`src/rtl/riscv_pkg.sv`:
```
// -----------------------------------------------------------------------------
// riscv_pkg
// Core-wide definitions shared by the fetch/redirect logic:
//   XLEN        - datapath width
//   opcode_e    - RV32I major opcodes
//   pc_state_e  - PC sequencer states (BOOT, FETCH, HOLD, FLUSH)
//   redir_e     - which control-transfer source won arbitration
//   pc_plus4()  - sequential next-PC helper (wraps modulo 2^32)
// -----------------------------------------------------------------------------
package riscv_pkg;

   localparam int unsigned XLEN = 32;

   typedef enum logic [6:0] {
      OPC_LUI    = 7'b0110111,
      OPC_AUIPC  = 7'b0010111,
      OPC_JAL    = 7'b1101111,
      OPC_JALR   = 7'b1100111,
      OPC_BRANCH = 7'b1100011,
      OPC_LOAD   = 7'b0000011,
      OPC_STORE  = 7'b0100011,
      OPC_OP_IMM = 7'b0010011,
      OPC_OP     = 7'b0110011,
      OPC_FENCE  = 7'b0001111,
      OPC_SYSTEM = 7'b1110011
   } opcode_e;

   typedef enum logic [1:0] {
      ST_BOOT  = 2'd0,
      ST_FETCH = 2'd1,
      ST_HOLD  = 2'd2,
      ST_FLUSH = 2'd3
   } pc_state_e;

   typedef enum logic [1:0] {
      REDIR_NONE   = 2'd0,
      REDIR_BRANCH = 2'd1,
      REDIR_JAL    = 2'd2,
      REDIR_JALR   = 2'd3
   } redir_e;

   function automatic logic [XLEN-1:0] pc_plus4(input logic [XLEN-1:0] pc);
      return pc + XLEN'(4);
   endfunction

endpackage

```
`src/rtl/pc_redirect_if.sv`:
```
// -----------------------------------------------------------------------------
// pc_redirect_if
// Bundles the execute-stage control-transfer inputs and the fetch-side outputs
// of the PC redirect unit.
//   master : drives br_en, br_taken, jal, jalr, ex_pc, rs1, imm, stall,
//            imem_ready; observes pc, imem_req, flush, link_addr, misalign
//   slave  : the pc_redirect block (opposite directions)
// -----------------------------------------------------------------------------
interface pc_redirect_if;
   import riscv_pkg::*;

   logic            br_en;
   logic [XLEN-1:0] br_taken;
   logic            jal;
   logic            jalr;
   logic [XLEN-1:0] ex_pc;
   logic [XLEN-1:0] rs1;
   logic [XLEN-1:0] imm;
   logic            stall;
   logic            imem_ready;

   logic [XLEN-1:0] pc;
   logic            imem_req;
   logic            flush;
   logic [XLEN-1:0] link_addr;
   logic            misalign;

   modport master (
      output br_en, br_taken, jal, jalr, ex_pc, rs1, imm, stall, imem_ready,
      input  pc, imem_req, flush, link_addr, misalign
   );

   modport slave (
      input  br_en, br_taken, jal, jalr, ex_pc, rs1, imm, stall, imem_ready,
      output pc, imem_req, flush, link_addr, misalign
   );

endinterface

```
`src/rtl/target_gen.sv`:
```
// -----------------------------------------------------------------------------
// target_gen
// Combinational redirect arbitration and target computation.
//   br_en_i, br_taken_i  - branch in execute and comparator result (bit 0)
//   jal_i, jalr_i        - jump decodes
//   ex_pc_i, rs1_i,imm_i - operands for the target adder
//   redirect_o           - a control transfer is requested this cycle
//   target_o             - resolved target (JALR has bit 0 cleared)
//   misalign_o           - target is not 4-byte aligned (bit 1 set)
// -----------------------------------------------------------------------------
module target_gen
   import riscv_pkg::*;
(
   input  logic            br_en_i,
   input  logic            br_taken_i,
   input  logic            jal_i,
   input  logic            jalr_i,
   input  logic [XLEN-1:0] ex_pc_i,
   input  logic [XLEN-1:0] rs1_i,
   input  logic [XLEN-1:0] imm_i,
   output logic            redirect_o,
   output logic [XLEN-1:0] target_o,
   output logic            misalign_o
);

   redir_e          kind;
   logic [XLEN-1:0] jalr_sum;

   // JALR outranks JAL (illegal double decode); either jump outranks a branch.
   always_comb begin
      kind = REDIR_NONE;
      if (jalr_i)
         kind = REDIR_JALR;
      else if (jal_i)
         kind = REDIR_JAL;
      else if (br_en_i && br_taken_i)
         kind = REDIR_BRANCH;
   end

   assign jalr_sum   = rs1_i + imm_i;
   assign redirect_o = (kind != REDIR_NONE);
   assign target_o   = (kind == REDIR_JALR) ? {jalr_sum[XLEN-1:1], 1'b0}
                                            : (ex_pc_i + imm_i);
   // Bit 0 is always clear for JALR and IALIGN=32 makes bit 0 of branch/JAL
   // offsets irrelevant here; only bit 1 marks a misaligned word fetch.
   assign misalign_o = redirect_o && target_o[1];

endmodule

```
`src/rtl/pc_redirect.sv`:
```
// -----------------------------------------------------------------------------
// pc_redirect
// Fetch PC sequencer with branch/jump redirect and post-redirect bubbles.
//   clk, rst - rising-edge clock, synchronous active-high reset
//   bus      - pc_redirect_if.slave: execute-stage control transfer inputs,
//              stall and imem_ready in; pc, imem_req, flush, misalign
//              (registered) and link_addr (combinational ex_pc + 4) out
// Parameters: RESET_VECTOR, TRAP_VECTOR (misaligned target), FLUSH_CYCLES
// (bubble cycles after a redirect, 1..7).
// -----------------------------------------------------------------------------
module pc_redirect
   import riscv_pkg::*;
#(
   parameter logic [31:0] RESET_VECTOR = 32'h0000_0000,
   parameter logic [31:0] TRAP_VECTOR  = 32'h0000_0100,
   parameter int unsigned FLUSH_CYCLES = 2
) (
   input  logic          clk,
   input  logic          rst,
   pc_redirect_if.slave  bus
);

   localparam logic [2:0] FLUSH_INIT = 3'(FLUSH_CYCLES);

   pc_state_e       state_q, state_d;
   logic [XLEN-1:0] pc_q, pc_d;
   logic [2:0]      cnt_q, cnt_d;
   logic            flush_q, flush_d;
   logic            misalign_q, misalign_d;
   logic            imem_req_q, imem_req_d;

   logic            redirect;
   logic [XLEN-1:0] target;
   logic            tgt_misalign;
   logic            advance;

   target_gen u_target_gen (
      .br_en_i    (bus.br_en),
      .br_taken_i (bus.br_taken[0]),
      .jal_i      (bus.jal),
      .jalr_i     (bus.jalr),
      .ex_pc_i    (bus.ex_pc),
      .rs1_i      (bus.rs1),
      .imm_i      (bus.imm),
      .redirect_o (redirect),
      .target_o   (target),
      .misalign_o (tgt_misalign)
   );

   // A fetch slot is consumed only when memory accepts and the pipe is free.
   assign advance = bus.imem_ready && !bus.stall;

   always_comb begin
      state_d    = state_q;
      pc_d       = pc_q;
      cnt_d      = cnt_q;
      misalign_d = 1'b0;
      case (state_q)
         ST_BOOT: begin
            state_d = ST_FETCH;
         end
         default: begin
            // Redirect wins over stall/backpressure in every active state,
            // including a fresh restart of an in-progress flush.
            if (redirect) begin
               state_d    = ST_FLUSH;
               pc_d       = tgt_misalign ? TRAP_VECTOR : target;
               cnt_d      = FLUSH_INIT;
               misalign_d = tgt_misalign;
            end else if (state_q == ST_FLUSH) begin
               if (advance) begin
                  if (cnt_q <= 3'd1) begin
                     state_d = ST_FETCH;
                     pc_d    = pc_plus4(pc_q);
                     cnt_d   = 3'd0;
                  end else begin
                     cnt_d = cnt_q - 3'd1;
                  end
               end
            end else if (advance) begin
               state_d = ST_FETCH;
               pc_d    = pc_plus4(pc_q);
            end else begin
               state_d = ST_HOLD;
            end
         end
      endcase
      // Outputs are registered copies of what the next state implies.
      flush_d    = (state_d == ST_FLUSH);
      imem_req_d = (state_d != ST_BOOT);
   end

   always_ff @(posedge clk) begin
      if (rst) begin
         state_q    <= ST_BOOT;
         pc_q       <= RESET_VECTOR;
         cnt_q      <= 3'd0;
         flush_q    <= 1'b0;
         misalign_q <= 1'b0;
         imem_req_q <= 1'b0;
      end else begin
         state_q    <= state_d;
         pc_q       <= pc_d;
         cnt_q      <= cnt_d;
         flush_q    <= flush_d;
         misalign_q <= misalign_d;
         imem_req_q <= imem_req_d;
      end
   end

   assign bus.pc        = pc_q;
   assign bus.imem_req  = imem_req_q;
   assign bus.flush     = flush_q;
   assign bus.misalign  = misalign_q;
   assign bus.link_addr = pc_plus4(bus.ex_pc);

endmodule

```
`src/flat_wrapper.sv`:
```
// flat-port wrapper written by rule: the top's interface ports become plain ports
module pc_redirect_flat import riscv_pkg::*;
#(
   parameter logic [31:0] RESET_VECTOR = 32'h0000_0000,
   parameter logic [31:0] TRAP_VECTOR  = 32'h0000_0100,
   parameter int unsigned FLUSH_CYCLES = 2
)
  (clk, rst, bus_br_en, bus_br_taken, bus_jal, bus_jalr, bus_ex_pc, bus_rs1, bus_imm, bus_stall, bus_imem_ready, bus_pc, bus_imem_req, bus_flush, bus_link_addr, bus_misalign);
  pc_redirect_if bus_i ();
  input  logic clk;
  input  logic rst;
  input wire logic [$bits(bus_i.br_en)-1:0] bus_br_en;
  input wire logic [$bits(bus_i.br_taken)-1:0] bus_br_taken;
  input wire logic [$bits(bus_i.jal)-1:0] bus_jal;
  input wire logic [$bits(bus_i.jalr)-1:0] bus_jalr;
  input wire logic [$bits(bus_i.ex_pc)-1:0] bus_ex_pc;
  input wire logic [$bits(bus_i.rs1)-1:0] bus_rs1;
  input wire logic [$bits(bus_i.imm)-1:0] bus_imm;
  input wire logic [$bits(bus_i.stall)-1:0] bus_stall;
  input wire logic [$bits(bus_i.imem_ready)-1:0] bus_imem_ready;
  output wire logic [$bits(bus_i.pc)-1:0] bus_pc;
  output wire logic [$bits(bus_i.imem_req)-1:0] bus_imem_req;
  output wire logic [$bits(bus_i.flush)-1:0] bus_flush;
  output wire logic [$bits(bus_i.link_addr)-1:0] bus_link_addr;
  output wire logic [$bits(bus_i.misalign)-1:0] bus_misalign;
  assign bus_i.br_en = bus_br_en;
  assign bus_i.br_taken = bus_br_taken;
  assign bus_i.jal = bus_jal;
  assign bus_i.jalr = bus_jalr;
  assign bus_i.ex_pc = bus_ex_pc;
  assign bus_i.rs1 = bus_rs1;
  assign bus_i.imm = bus_imm;
  assign bus_i.stall = bus_stall;
  assign bus_i.imem_ready = bus_imem_ready;
  assign bus_pc = bus_i.pc;
  assign bus_imem_req = bus_i.imem_req;
  assign bus_flush = bus_i.flush;
  assign bus_link_addr = bus_i.link_addr;
  assign bus_misalign = bus_i.misalign;
  pc_redirect #(.RESET_VECTOR(RESET_VECTOR), .TRAP_VECTOR(TRAP_VECTOR), .FLUSH_CYCLES(FLUSH_CYCLES)) u_core (.clk(clk), .rst(rst), .bus(bus_i));
endmodule
```
`config.mk`:
```
export PLATFORM = sky130hd
export DESIGN_NAME = pc_redirect_flat
export DESIGN_NICKNAME = d
export VERILOG_FILES = /design/src/rtl/riscv_pkg.sv /design/src/rtl/pc_redirect_if.sv /design/src/rtl/target_gen.sv /design/src/rtl/pc_redirect.sv /design/src/flat_wrapper.sv
export SDC_FILE = /design/constraint.sdc
export NUM_CORES = 1
export LEC_CHECK = 0
export ABC_AREA = 1
export CAP_MARGIN = 20
export CORE_UTILIZATION = 30
export DETAILED_ROUTE_END_ITERATION = 8
export SKIP_LAST_GASP = 1
export SLEW_MARGIN = 15
export SYNTH_ARGS = -nofsm -noshare
export SYNTH_HDL_FRONTEND = slang
export SYNTH_SLANG_ARGS = --single-unit
```
`constraint.sdc`:
```
create_clock -name clk -period 2.41 [get_ports clk]
set_clock_uncertainty 0.05 [all_clocks]
set_input_delay 0.482 -clock clk [delete_from_list [all_inputs] [get_ports clk]]
set_output_delay 0.482 -clock clk [all_outputs]
set_load 0.1 [all_outputs]
```
# Word level (Yosys, flattened, before mapping)
# Cells that the tools add are included.
[op_classes]
n_lt_le_gt_ge = 1
eq_ne = 4
add_sub_neg = 5
reduce_logical = 12
n_mux = 20
bitwise = 2
[op_table]
columns = ["op", "count"]
rows = [
  ["$mux 32", 7],
  ["$add 32x3->32 const B", 2],
  ["$add 32x32->32", 2],
  ["$mux 2", 8],
  ["$mux 3", 4],
  ["$reduce_bool 2->1", 4],
  ["$eq 2x2->1 const B", 3],
  ["$reduce_and 3->1", 2],
  ["$le 3x1->1 const B", 1],
  ["$logic_and 1x1->1", 3],
  ["$ne 3x3->1 const B", 1],
  ["$reduce_or 3->1", 1],
  ["$sub 3x1->3 const B", 1],
  ["$logic_not 2->1", 1],
  ["$not 1->1", 2],
  ["$logic_not 1->1", 1],
  ["$mux 1", 1],
]
[word_totals]
reg_bits = 40
wordCells = 50
input_bits = 135

# Logic depth before layout (Yosys ltp)
# Gate-level depths: netlist (run 1).
[depth]
depth_word = 9
ltp_mapped = 17
depth_no_buf = 17

# Modules after synthesis
# Synthesis (run 1) repeated with hierarchy kept, for this count alone.
[unflattened]
cells_unflattened = 1635
hier_area_um2 = 8430.6
[by_module_without_submodules]
columns = ["module", "instances", "area_per_inst_um2", "cells_per_inst"]
rows = [
  ["target_gen", 1, 5012.3, 1081],
  ["pc_redirect", 1, 3418.3, 554],
]

# Worst setup path after synthesis (run 1)
# OpenSTA, ideal clock, no wires.
[synth_timing]
path_kind = "input-to-output"
start = "input bus_ex_pc[2]"
end = "output bus_link_addr[30]"
t_required_ps = 1878
slack_ps = -1219
arrival_ps = 3097
n_path_buf = 0
cell_stages = 7
cell_sequence = "ha_1 > nand3_1 > nor3b_4 > nand4_4 > nor2_4 > nand4_1 > xnor2_1"
[synth_via]
elab_chain_len = 1
[synth_rtl]
columns = ["item", "line", "text"]
rows = [
  ["from (decl)", "flat_wrapper.sv:16", "input wire logic [$bits(bus_i.ex_pc)-1:0] bus_ex_pc;"],
  ["$add 32x3->32", "riscv_pkg.sv:43", "return pc + XLEN'(4);"],
  ["to (decl)", "flat_wrapper.sv:24", "output wire logic [$bits(bus_i.link_addr)-1:0] bus_link_addr;"],
]
# No other way between the ends.

# Worst setup path after layout (run 1)
[layout_timing]
start = "input bus_ex_pc[3]"
end = "output bus_link_addr[30]"
# The elaborated chain is that of the path after synthesis.

==> results of run 1 <==
[kinds of logic (layout without fill, tap and decap cells)]
family | Yosys count | count (layout) | share of synthesized area [%]
flip-flops | 40 | 40 | 10.4
adder cells (fa/ha/maj) | 67 | 67 | 11.0
buffers and inverters | 260 | 683 | 12.9
AND/OR/NAND/NOR | 757 | 757 | 43.1
AO/OA/AOI/OAI | 228 | 228 | 15.8
XOR/XNOR | 60 | 60 | 6.80
[repair_timing]
action,in CTS,in global routing
gates resized for setup,133,156
hold buffers,0,0
setup buffers,12,19
endpoints found under the setup margin,52,45
cloned,0,0
pin swaps,43,62
[cell type report]
class / count / area [um2]
fillers: 2487 / 11500
multi-input cells: 1112 / 7260
repair buffers: 438 / 4130
inverters: 237 / 890
flip-flops and latches: 40 / 805
well taps: 330 / 413
clock buffers: 7 / 143
clock inverters: 1 / 7.51
[per-stage QoR]
step                      hold WS (ps)  worst slack (ps)  total power [mW]
after floorplan                    420              -499              2.80
after global placement             391              -793              4.15
after detailed placement           399              -816              4.17
after CTS                          409              -303              4.96
after global routing               442              -339              5.47
final                              406              -252              5.13
[state kept, by name (all words and copies together) (netlist names)]
name / cells
u_core.state_q: 2
u_core.bus.misalign: 1
u_core.cnt_q: 3
u_core.bus.pc: 32
u_core.bus.flush: 1
u_core.bus.imem_req: 1
[worst min-delay path: cells and delay by family, from the launching register on]
kind             cells  cell delay, ps
flip-flops           1             320
AND/OR/NAND/NOR      2             100
[layer usage]
metal  GRT usage (%)  share of wire (%)
met5               0                  0
met4            5.27                2.1
met3            1.88                4.6
met2            40.9                 47
met1            31.9                 46
[cell usage after synthesis (2+ instances only)]
cell type,count
nand2_1,417
inv_1,233
nand3_1,133
a21oi_1,123
nor2_1,117
o21ai_0,68
ha_1,65
dfxtp_1,40
xor2_1,38
nor3_1,29
xnor2_1,22
nand4_1,16
o21bai_1,11
clkbuf_1,10
a21o_1,6
a31oi_1,6
nand2_2,6
nor2_4,6
nor4_1,6
buf_2,5
nor2_2,5
o211ai_1,5
buf_1,4
buf_4,4
nand3b_1,4
inv_2,3
nand3_2,3
o21ai_1,3
fa_1,2
nand4_2,2
nor3b_1,2
o221ai_1,2
or2_2,2
[power groups by stage]
stage	sequential (mW)	combinational, mW	clock (mW)
global placement	0.866	3.28	0
floorplan	1.33	1.47	0
CTS	0.853	3.40	0.703
finish	0.852	3.58	0.690
global route	0.868	3.87	0.738
detailed placement	0.868	3.30	0
[worst paths after layout]
check	start	end	slack, ps	cells past startpoint
min	u_core.bus.pc[1]	u_core.bus.pc[1]	410	2
max	bus_ex_pc[3]	bus_link_addr[30]	-250	11
min reg2reg	u_core.bus.pc[1]	u_core.bus.pc[1]	410	2
max reg2reg	u_core.bus.pc[2]	u_core.bus.pc[26]	440	9
==> impl_metrics.csv, run 1 <==
group,metric,value,unit
timing,worst_pin_slew,436,ps
timing,setup_ws,-252,ps
clock_tree,cts_sinks,40,
worst_setup_path,critPathBufInv,4,
synthesis,yosys.area.top_type,"nand2_1",
clock_tree,cts_root_buffer,"clkbuf_16",
finish,mostFrequentLayoutCells,"nand2_1 (386), buf_4 (278), inv_1 (224)",
power_and_ir_drop,p_per_area,376,nW/um2
detailed_routing,finalWirelength,31600,um
detailed_routing,vias,10379,
placed_design,port_buffers,170,
synthesis,synth_ff_type,"dfxtp_1",
finish,layout.cells.non_filler,2165,
finish,final_common_cell,"nand2_1",
timing,period_share,110,%
job,max-cap-violations,0,
worst_setup_path,crit_path_max_fanout,3,
timing,hold_viol,0,
clock_tree,htree_levels,2,
placed_design,placed_cells,2131,
finish,drive_gt1_share,31.2,%
outcome,status,"finished with violations",
synthesis,ys_async_sr_fraction,0,%
timing,rsz0062_at_grt,"true",
timing,finalSetupViolCount,21,
synthesis,ys_types,47,
finish,finish.utilization,54.2,%
synthesis,synth_top_area_share,20.3,%
power_and_ir_drop,p_leak,6.89,nW
grt,grt_max_degree,35,
detailed_routing,wl_per_cell,14.6,um
power_and_ir_drop,switchingPower,2.57,mW
placed_design,place.gp.congestion,0.894,
finish,post-route-cell-area,13600,um2
floorplanning,row_count,58,
floorplanning,io_pins,202,
synthesis,synth_edf_count,0,
worst_setup_path,crit_path_end_kind,"primary output",
power_and_ir_drop,power_frac_seq,16.6,%
worst_setup_path,cpMaxStageDelayCell,"nand4_1",
synthesis,yosysWarnings,0,
finish,antenna-diode-count,0,
power_and_ir_drop,p_clk_share,13.5,%
grt,antenna_found_initial,0,
placed_design,post-dp-hpwl,26100,um
grt,grt_pass1_wl,50500,um
worst_setup_path,path_common_cell,"buf_12",
worst_setup_path,crit_chain,"buf_8 -> buf_12 -> ha_4 -> nand3_4 -> nor3b_4 -> buf_6 -> nand4_4 -> nor2_4 -> nand4_1 -> xnor2_4 -> buf_12",
timing,fmax,376,MHz
finish,layout.nets,2036,
floorplanning,core_region_area,25200,um2
timing,slew_headroom,70.7,%
power_and_ir_drop,swShare,50.0,%
synthesis,yosys_register_bits,40,
floorplanning,start_util,30.7,%
synthesis,synthCells,1412,
floorplanning,die_area,26400,um2
grt,grt_pass1_vias,9884,
clock_tree,clk_latency,290,ps
clock_tree,cts_tree,"done",
power_and_ir_drop,pwr-share-comb,69.9,%
detailed_routing,drc,0,
worst_setup_path,cp.arrival,2130,ps
timing,fin_crit,2660,ps
clock_tree,ctsLongestPathBuffers,2,
synthesis,syn_nets,1614,
floorplanning,die_h,162,um
worst_setup_path,critical_path_class,"in2out",
grt,grt-ovfl-total,0,
synthesis,synth.area.top_cells,"nand2_1 (20%), inv_1 (11%), ha_1 (11%), dfxtp_1 (10%), nand3_1 (8.6%)",
detailed_routing,first_iter_violations,655,
worst_setup_path,cp-start-kind,"input port",
outcome,violations,"setup timing",
timing,drv_slew,0,
grt,grt_usage,23.7,%
detailed_routing,firstDrtPassIters,5,
detailed_routing,antenna_left,0,
synthesis,yosysSeqAreaShare,10.4,%
clock_tree,clkTransAtPathRegs,60,ps
worst_setup_path,cp_slowest_stage_delay,220,ps
worst_setup_path,cp_top_family,"simple AND/OR/NAND/NOR gates",
synthesis,syn_area,7720,um2
finish,synthToLayoutAreaGrowth,76.7,%
power_and_ir_drop,p_int,2.56,mW
placed_design,placed_area,12300,um2
worst_hold_path,hold_class,"reg2reg",
power_and_ir_drop,peakVddDrop,0.305,mV
worst_setup_path,critPathRequiredTime,1880,ps
clock_tree,cts_made_buffers,5,
detailed_routing,via_per_inst,4.79,
synthesis,synth.avg_cell_area,5.47,um2
timing,finalSetupTns,-2560,ps
floorplanning,die_x,162,um
No activity file was read; power rests on OpenSTA's default activity.
==> inputs of run 2 (changes only) <==
==> constraint.sdc (replaced) <==
create_clock -name clk -period 3 [get_ports clk]
set_clock_uncertainty 0.05 [all_clocks]
set_input_delay 0.6 -clock clk [delete_from_list [all_inputs] [get_ports clk]]
set_output_delay 0.6 -clock clk [all_outputs]
set_load 0.1 [all_outputs]
==> run 2 against run 1 <==
Net effect: the run now ends clean; design area shrank 16%; sequential share of layout area grew 1.1 points; worst hold slack lost 7.6 ps; first-iteration DRC count grew 20%; non-clock buffer count shrank 144; sequential cell count is the same; largest power group unchanged; die area is the same; register-to-register slack gained 560 ps; utilization shrank 8.9 points.
==> impl_metrics.csv, run 2 (synthesis results as in run 1) <==
group,metric,value,unit
outcome,status,"completed",
finish,seqCellArea,801,um2
floorplanning,die_area,26400,um2
placed_design,port_buffers,170,
floorplanning,core_region_area,25200,um2
worst_setup_path,cpMaxStageDelayCell,"clkdlybuf4s15_1",
finish,largest_register_ffs,32,
timing,fin_crit,2910,ps
placed_design,dp_slack,-457,ps
power_and_ir_drop,peakVddDrop,0.274,mV
clock_tree,cts_root_buffer,"clkbuf_16",
floorplanning,die_x,162,um
worst_setup_path,r2r_start,"u_core.bus.pc[8]",
detailed_routing,firstDrtPassIters,8,
grt,antenna_found_initial,0,
detailed_routing,via_per_inst,4.85,
detailed_routing,vias,9792,
detailed_routing,first_iter_violations,788,
finish,antenna-diode-count,0,
worst_setup_path,r2r-end,"u_core.bus.pc[27]",
finish,nFillCells,2697,
detailed_routing,drc,0,
worst_hold_path,hold_depth,2,
finish,mostFrequentLayoutCells,"nand2_1 (411), inv_1 (232), buf_4 (157)",
clock_tree,cts_tree,"done",
worst_setup_path,crit_path_max_fanout,3,
worst_setup_path,ff2ff_setup_slack,1000,ps
clock_tree,cts-hold-fix-buffers,0,
grt,grt_usage,22.3,%
clock_tree,cts_sinks,40,
placed_design,place.gp.congestion,0.901,
clock_tree,clk_latency,290,ps
timing,setup_ws,87.8,ps
timing,rsz0062_at_grt,"true",
timing,fmax,343,MHz
worst_setup_path,crit_chain,"clkdlybuf4s15_1 -> buf_6 -> nand3_4 -> nor2_4 -> nand2_4 -> buf_6 -> nor2_4 -> nand4_4 -> nor3_2 -> buf_4 -> xor2_4 -> buf_12",
worst_setup_path,cp-start-kind,"input port",
placed_design,post-dp-hpwl,25000,um
clock_tree,cts_made_buffers,5,
detailed_routing,finalWirelength,29300,um
finish,layout.nets,1892,
power_and_ir_drop,p_leak,5.83,nW
worst_hold_path,min_to,"u_core.bus.pc[1]",
timing,hold_viol,0,
worst_setup_path,critical_path_class,"in2out",
grt,grt_max_degree,34,
worst_setup_path,crit_path_end_kind,"primary output",
grt,grt-ovfl-total,0,
timing,period_share,97.1,%
grt,grt_pass1_vias,9050,
clock_tree,ctsLongestPathBuffers,2,
floorplanning,io_pins,202,
worst_setup_path,r2r_cells,7,
worst_setup_path,critPathRequiredTime,2350,ps
detailed_routing,antenna_left,0,
timing,slew_headroom,48.1,%
job,max-cap-violations,0,
worst_hold_path,hold_class,"reg2reg",
finish,drive_gt1_share,16.3,%
grt,grt_pass1_wl,46800,um
clock_tree,clkTransAtPathRegs,60,ps
finish,synthToLayoutAreaGrowth,47.6,%
floorplanning,start_util,30.7,%
timing,drv_slew,0,
worst_setup_path,cp_slowest_stage_delay,200,ps
detailed_routing,wl_per_cell,14.5,um
worst_hold_path,min_from,"u_core.bus.pc[1]",
floorplanning,row_count,58,
timing,worst_pin_slew,768,ps
worst_setup_path,cp.arrival,2260,ps
clock_tree,htree_levels,2,
finish,multi_input_area,6270,um2
floorplanning,die_h,162,um
finish,final_common_cell,"nand2_1",
timing,finalSetupViolCount,0,
power_and_ir_drop,total_power,3.75,mW
power_and_ir_drop,p_per_area,329,nW/um2
run 2: changes by cell type in the layout (fill, tap and decap cells not counted), sizes merged:
cell           before  now
dlygate4sd2        22    9
inv               236  237
clkdlybuf4s50      55   84
buf               340  196
dlymetal6s2s       18    0
bufinv              0    1
run 2: timing repair:
item                                   4_1_cts  5_1_grt
resized for setup                           57       19
buffers inserted                             2        5
endpoints found under the hold margin        0        0
setup endpoints to repair                   21       14
pin swaps                                   22       13
run 2: metrics by stage:
step | area, um2 | TNS (ps) | instances | utilization (%) | hold slack (ps)
after CTS | 11300 | -17.2 | 2016 | 45.0 | 402
after global routing | 11400 | -35.5 | 2021 | 45.3 | 424
after global placement | 11100 | -6770 | 2008 | 44.1 | 388
final | 11400 | 0 | 2021 | 45.3 | 398
after detailed placement | 11100 | -8280 | 2008 | 44.1 | 392
after floorplan | 7990 | -1900 | 1412 | - | 420
run 2: report_power, final:
group	switching (mW)	internal, mW
Sequential	0.0961	0.593
Combinational	1.58	0.841
Clock	0.245	0.396
Total	1.92	1.83
run 2: area by class of cell:
class | instances | area share (%)
Multi-Input combinational cell | 1112 | 55.0
Timing Repair Buffer | 294 | 25.1
Inverter | 237 | 7.80
Tap cell | 330 | 3.62
Clock inverter | 3 | 0.406
Sequential cell | 40 | 7.03
Clock buffer | 5 | 1.10
run 2: worst max-delay path by stage:
stage,to,start
global route,bus_link_addr[31],bus_ex_pc[3]
finish,bus_link_addr[31],bus_ex_pc[7]
floorplan,bus_link_addr[23],bus_ex_pc[2]
CTS,bus_link_addr[29],bus_ex_pc[3]
global placement,bus_link_addr[31],bus_ex_pc[2]
detailed placement,bus_link_addr[27],bus_ex_pc[2]
run 2: metal layers:
layer  wire [um]  share of wire (%)  track usage, %  up-vias
met1       14000                 48            30.5     4381
met4         415                1.4            4.20        0
li1            -                  -               -     5121
met2       13500                 46            38.1      263
met3        1370                4.7            1.76       27
met5           0                  0               0        -
run 2: worst max-delay path, delay by kind of cell:
| kind | cells | cell delay [ps] |
|---|---|---|
| buffers and inverters | 5 | 780 |
| xor gates and xnor gates | 1 | 170 |
| and+or+nand+nor | 6 | 700 |
==> inputs of run 3 (changes only) <==
--- a/config.mk
+++ b/config.mk
@@ -7,6 +7,7 @@
 export LEC_CHECK = 0
 export ABC_AREA = 1
 export CAP_MARGIN = 20
+export CORE_MARGIN = 1.5
 export CORE_UTILIZATION = 30
 export DETAILED_ROUTE_END_ITERATION = 8
 export SKIP_LAST_GASP = 1
==> run 3 against run 2 <==
Net effect: sequential cell count is the same; clock power shrank 14%; global-route usage shrank 0.39 points; sequential power is essentially flat; design area shrank 0.23%; critical path type unchanged; critical endpoint is now bus_link_addr[25].
==> impl_metrics.csv, run 3 (synthesis results as in run 1) <==
group,metric,value,unit
outcome,status,"completed",
timing,drv_slew,0,
timing,fmax,340,MHz
detailed_routing,finalWirelength,29300,um
finish,synthToLayoutAreaGrowth,47.3,%
placed_design,port_buffers,170,
timing,holdWs,404,ps
power_and_ir_drop,p_clk_share,15.1,%
timing,setup_ws,54.9,ps
clock_tree,htree_levels,2,
floorplanning,core_region_area,25300,um2
worst_setup_path,cp-start-kind,"input port",
clock_tree,ctsLongestPathBuffers,2,
detailed_routing,wl_met2,13400,um
worst_setup_path,crit_chain,"buf_8 -> nand3_4 -> nor2_4 -> nand3_4 -> nor2_4 -> nand2_4 -> nor4_4 -> nand4_2 -> buf_6 -> xnor2_4 -> buf_12",
power_and_ir_drop,power_frac_seq,18.9,%
detailed_routing,antenna_left,0,
finish,final_common_cell,"nand2_1",
placed_design,dp_slack,-417,ps
worst_setup_path,critPathRequiredTime,2350,ps
clock_tree,clkTransAtPathRegs,60,ps
placed_design,post-dp-hpwl,25000,um
job,max-cap-violations,0,
detailed_routing,met3_length,1400,um
clock_tree,clk_latency,290,ps
timing,rsz0062_at_grt,"true",
timing,worst_pin_slew,549,ps
grt,grt_pass1_vias,9117,
clock_tree,cts_sinks,40,
timing,fin_crit,2950,ps
timing,slew_headroom,62.9,%
floorplanning,row_count,58,
grt,grt_usage,21.9,%
power_and_ir_drop,total_power,3.66,mW
power_and_ir_drop,p_per_area,321,nW/um2
timing,period_share,98.2,%
worst_setup_path,crit_path_end,"bus_link_addr[25]",
power_and_ir_drop,p_int,1.76,mW
grt,grt_pass1_wl,46600,um
timing,finalSetupTns,0,ps
worst_setup_path,crit_path_end_kind,"primary output",
clock_tree,cts_made_buffers,5,
power_and_ir_drop,pwr-share-comb,66.0,%
floorplanning,io_pins,202,
power_and_ir_drop,switchingPower,1.89,mW
finish,post-route-cell-area,11400,um2
power_and_ir_drop,peakVddDrop,0.239,mV
floorplanning,start_util,30.6,%
placed_design,placed_area,11100,um2
worst_setup_path,cp_slowest_stage_delay,340,ps
power_and_ir_drop,swShare,51.8,%
finish,mostFrequentLayoutCells,"nand2_1 (412), inv_1 (232), buf_4 (158)",
detailed_routing,firstDrtPassIters,5,
worst_setup_path,cp.arrival,2300,ps
detailed_routing,topRoutingLayerUsed,"met4",
worst_setup_path,path_depth,11,
worst_setup_path,r2r_start,"u_core.bus.pc[4]",
placed_design,place.gp.congestion,0.906,
finish,largest_register_ffs,32,
power_and_ir_drop,p_leak,5.85,nW
worst_setup_path,r2r-end,"u_core.bus.pc[25]",
timing,finalSetupViolCount,0,
floorplanning,die_h,163,um
finish,drive_gt1_share,16.0,%
clock_tree,cts_root_buffer,"clkbuf_16",
finish,nFillCells,2745,
worst_setup_path,cp_top_family,"simple AND/OR/NAND/NOR gates",
detailed_routing,wl_per_cell,14.5,um
clock_tree,cts-hold-fix-buffers,0,
clock_tree,cts_tree,"done",
floorplanning,die_x,163,um
worst_hold_path,hold_class,"reg2reg",
worst_setup_path,cpMaxStageDelayCell,"nor4_4",
grt,grt-ovfl-total,0,
worst_setup_path,critPathBufInv,3,
finish,layout.nets,1891,
worst_setup_path,critical_path_class,"in2out",
worst_setup_path,critPathLaunch,"bus_ex_pc[2]",
timing,hold_viol,0,
finish,antenna-diode-count,0,
detailed_routing,via_per_inst,4.84,
detailed_routing,drc,0,
grt,antenna_found_initial,0,
floorplanning,die_area,26700,um2
worst_setup_path,r2r_cells,10,
detailed_routing,wl_met1,13900,um
detailed_routing,first_iter_violations,669,
worst_setup_path,ff2ff_setup_slack,970,ps
worst_setup_path,crit_path_max_fanout,4,
grt,grt_max_degree,34,
detailed_routing,vias,9768,
==> run 3: cell type report <==
| cell class | count | area (um2) | area share, % |
|---|---|---|---|
| clock buffers | 6 | 139 | 1.22 |
| clock inverters | 2 | 10.0 | 0.0880 |
| inverters | 237 | 890 | 7.82 |
| multi-input cells | 1112 | 6260 | 55.0 |
| flip-flops and latches | 40 | 801 | 7.04 |
| well taps | 330 | 413 | 3.63 |
| repair buffers | 293 | 2860 | 25.2 |
==> run 3: worst min-delay path by stage <==
stage | startpoint | end | slack, ps | cells after the start
after floorplan | u_core.cnt_q[1] | u_core.cnt_q[1] | 420 | 2
after global placement | u_core.bus.pc[1] | u_core.bus.pc[1] | 390 | 2
after detailed placement | u_core.bus.pc[1] | u_core.bus.pc[1] | 390 | 2
after CTS | u_core.bus.pc[1] | u_core.bus.pc[1] | 410 | 2
after global routing | u_core.bus.pc[1] | u_core.bus.pc[1] | 430 | 2
final | u_core.bus.pc[1] | u_core.bus.pc[1] | 400 | 2
==> run 3: power groups by stage <==
stage / registers [mW] / logic [mW] / clock network, mW
after global routing: 0.701 / 2.63 / 0.589
after floorplan: 1.06 / 1.17 / 0
after detailed placement: 0.702 / 2.40 / 0
after CTS: 0.690 / 2.41 / 0.565
after global placement: 0.702 / 2.39 / 0
final: 0.690 / 2.41 / 0.551
==> run 3: timing repair <==
| item | CTS | global route |
|---|---|---|
| pin swaps | 9 | 11 |
| setup buffers | 0 | 3 |
| endpoints found under the setup margin | 21 | 14 |
| resized for setup | 35 | 31 |
==> run 3: metal layers <==
layer / GRT usage, % / up-vias
met2: 37.4 / 240
met3: 1.70 / 32
met5: 0 / -
met4: 4.46 / 0
li1: - / 5096
met1: 29.9 / 4400
==> run 3: through the flow <==
step	instances	util, %
4_1_cts	2017	44.7
2_1_floorplan	1412	-
3_3_place_gp	2009	44.1
6_report	2020	45.0
5_1_grt	2020	45.0
3_5_place_dp	2009	44.1
==> run 3: worst min-delay path, cell delays in order (launching register included) <==
cell     delay [ps]
dfxtp_1         310
nand2_1          60
nor2_1           40
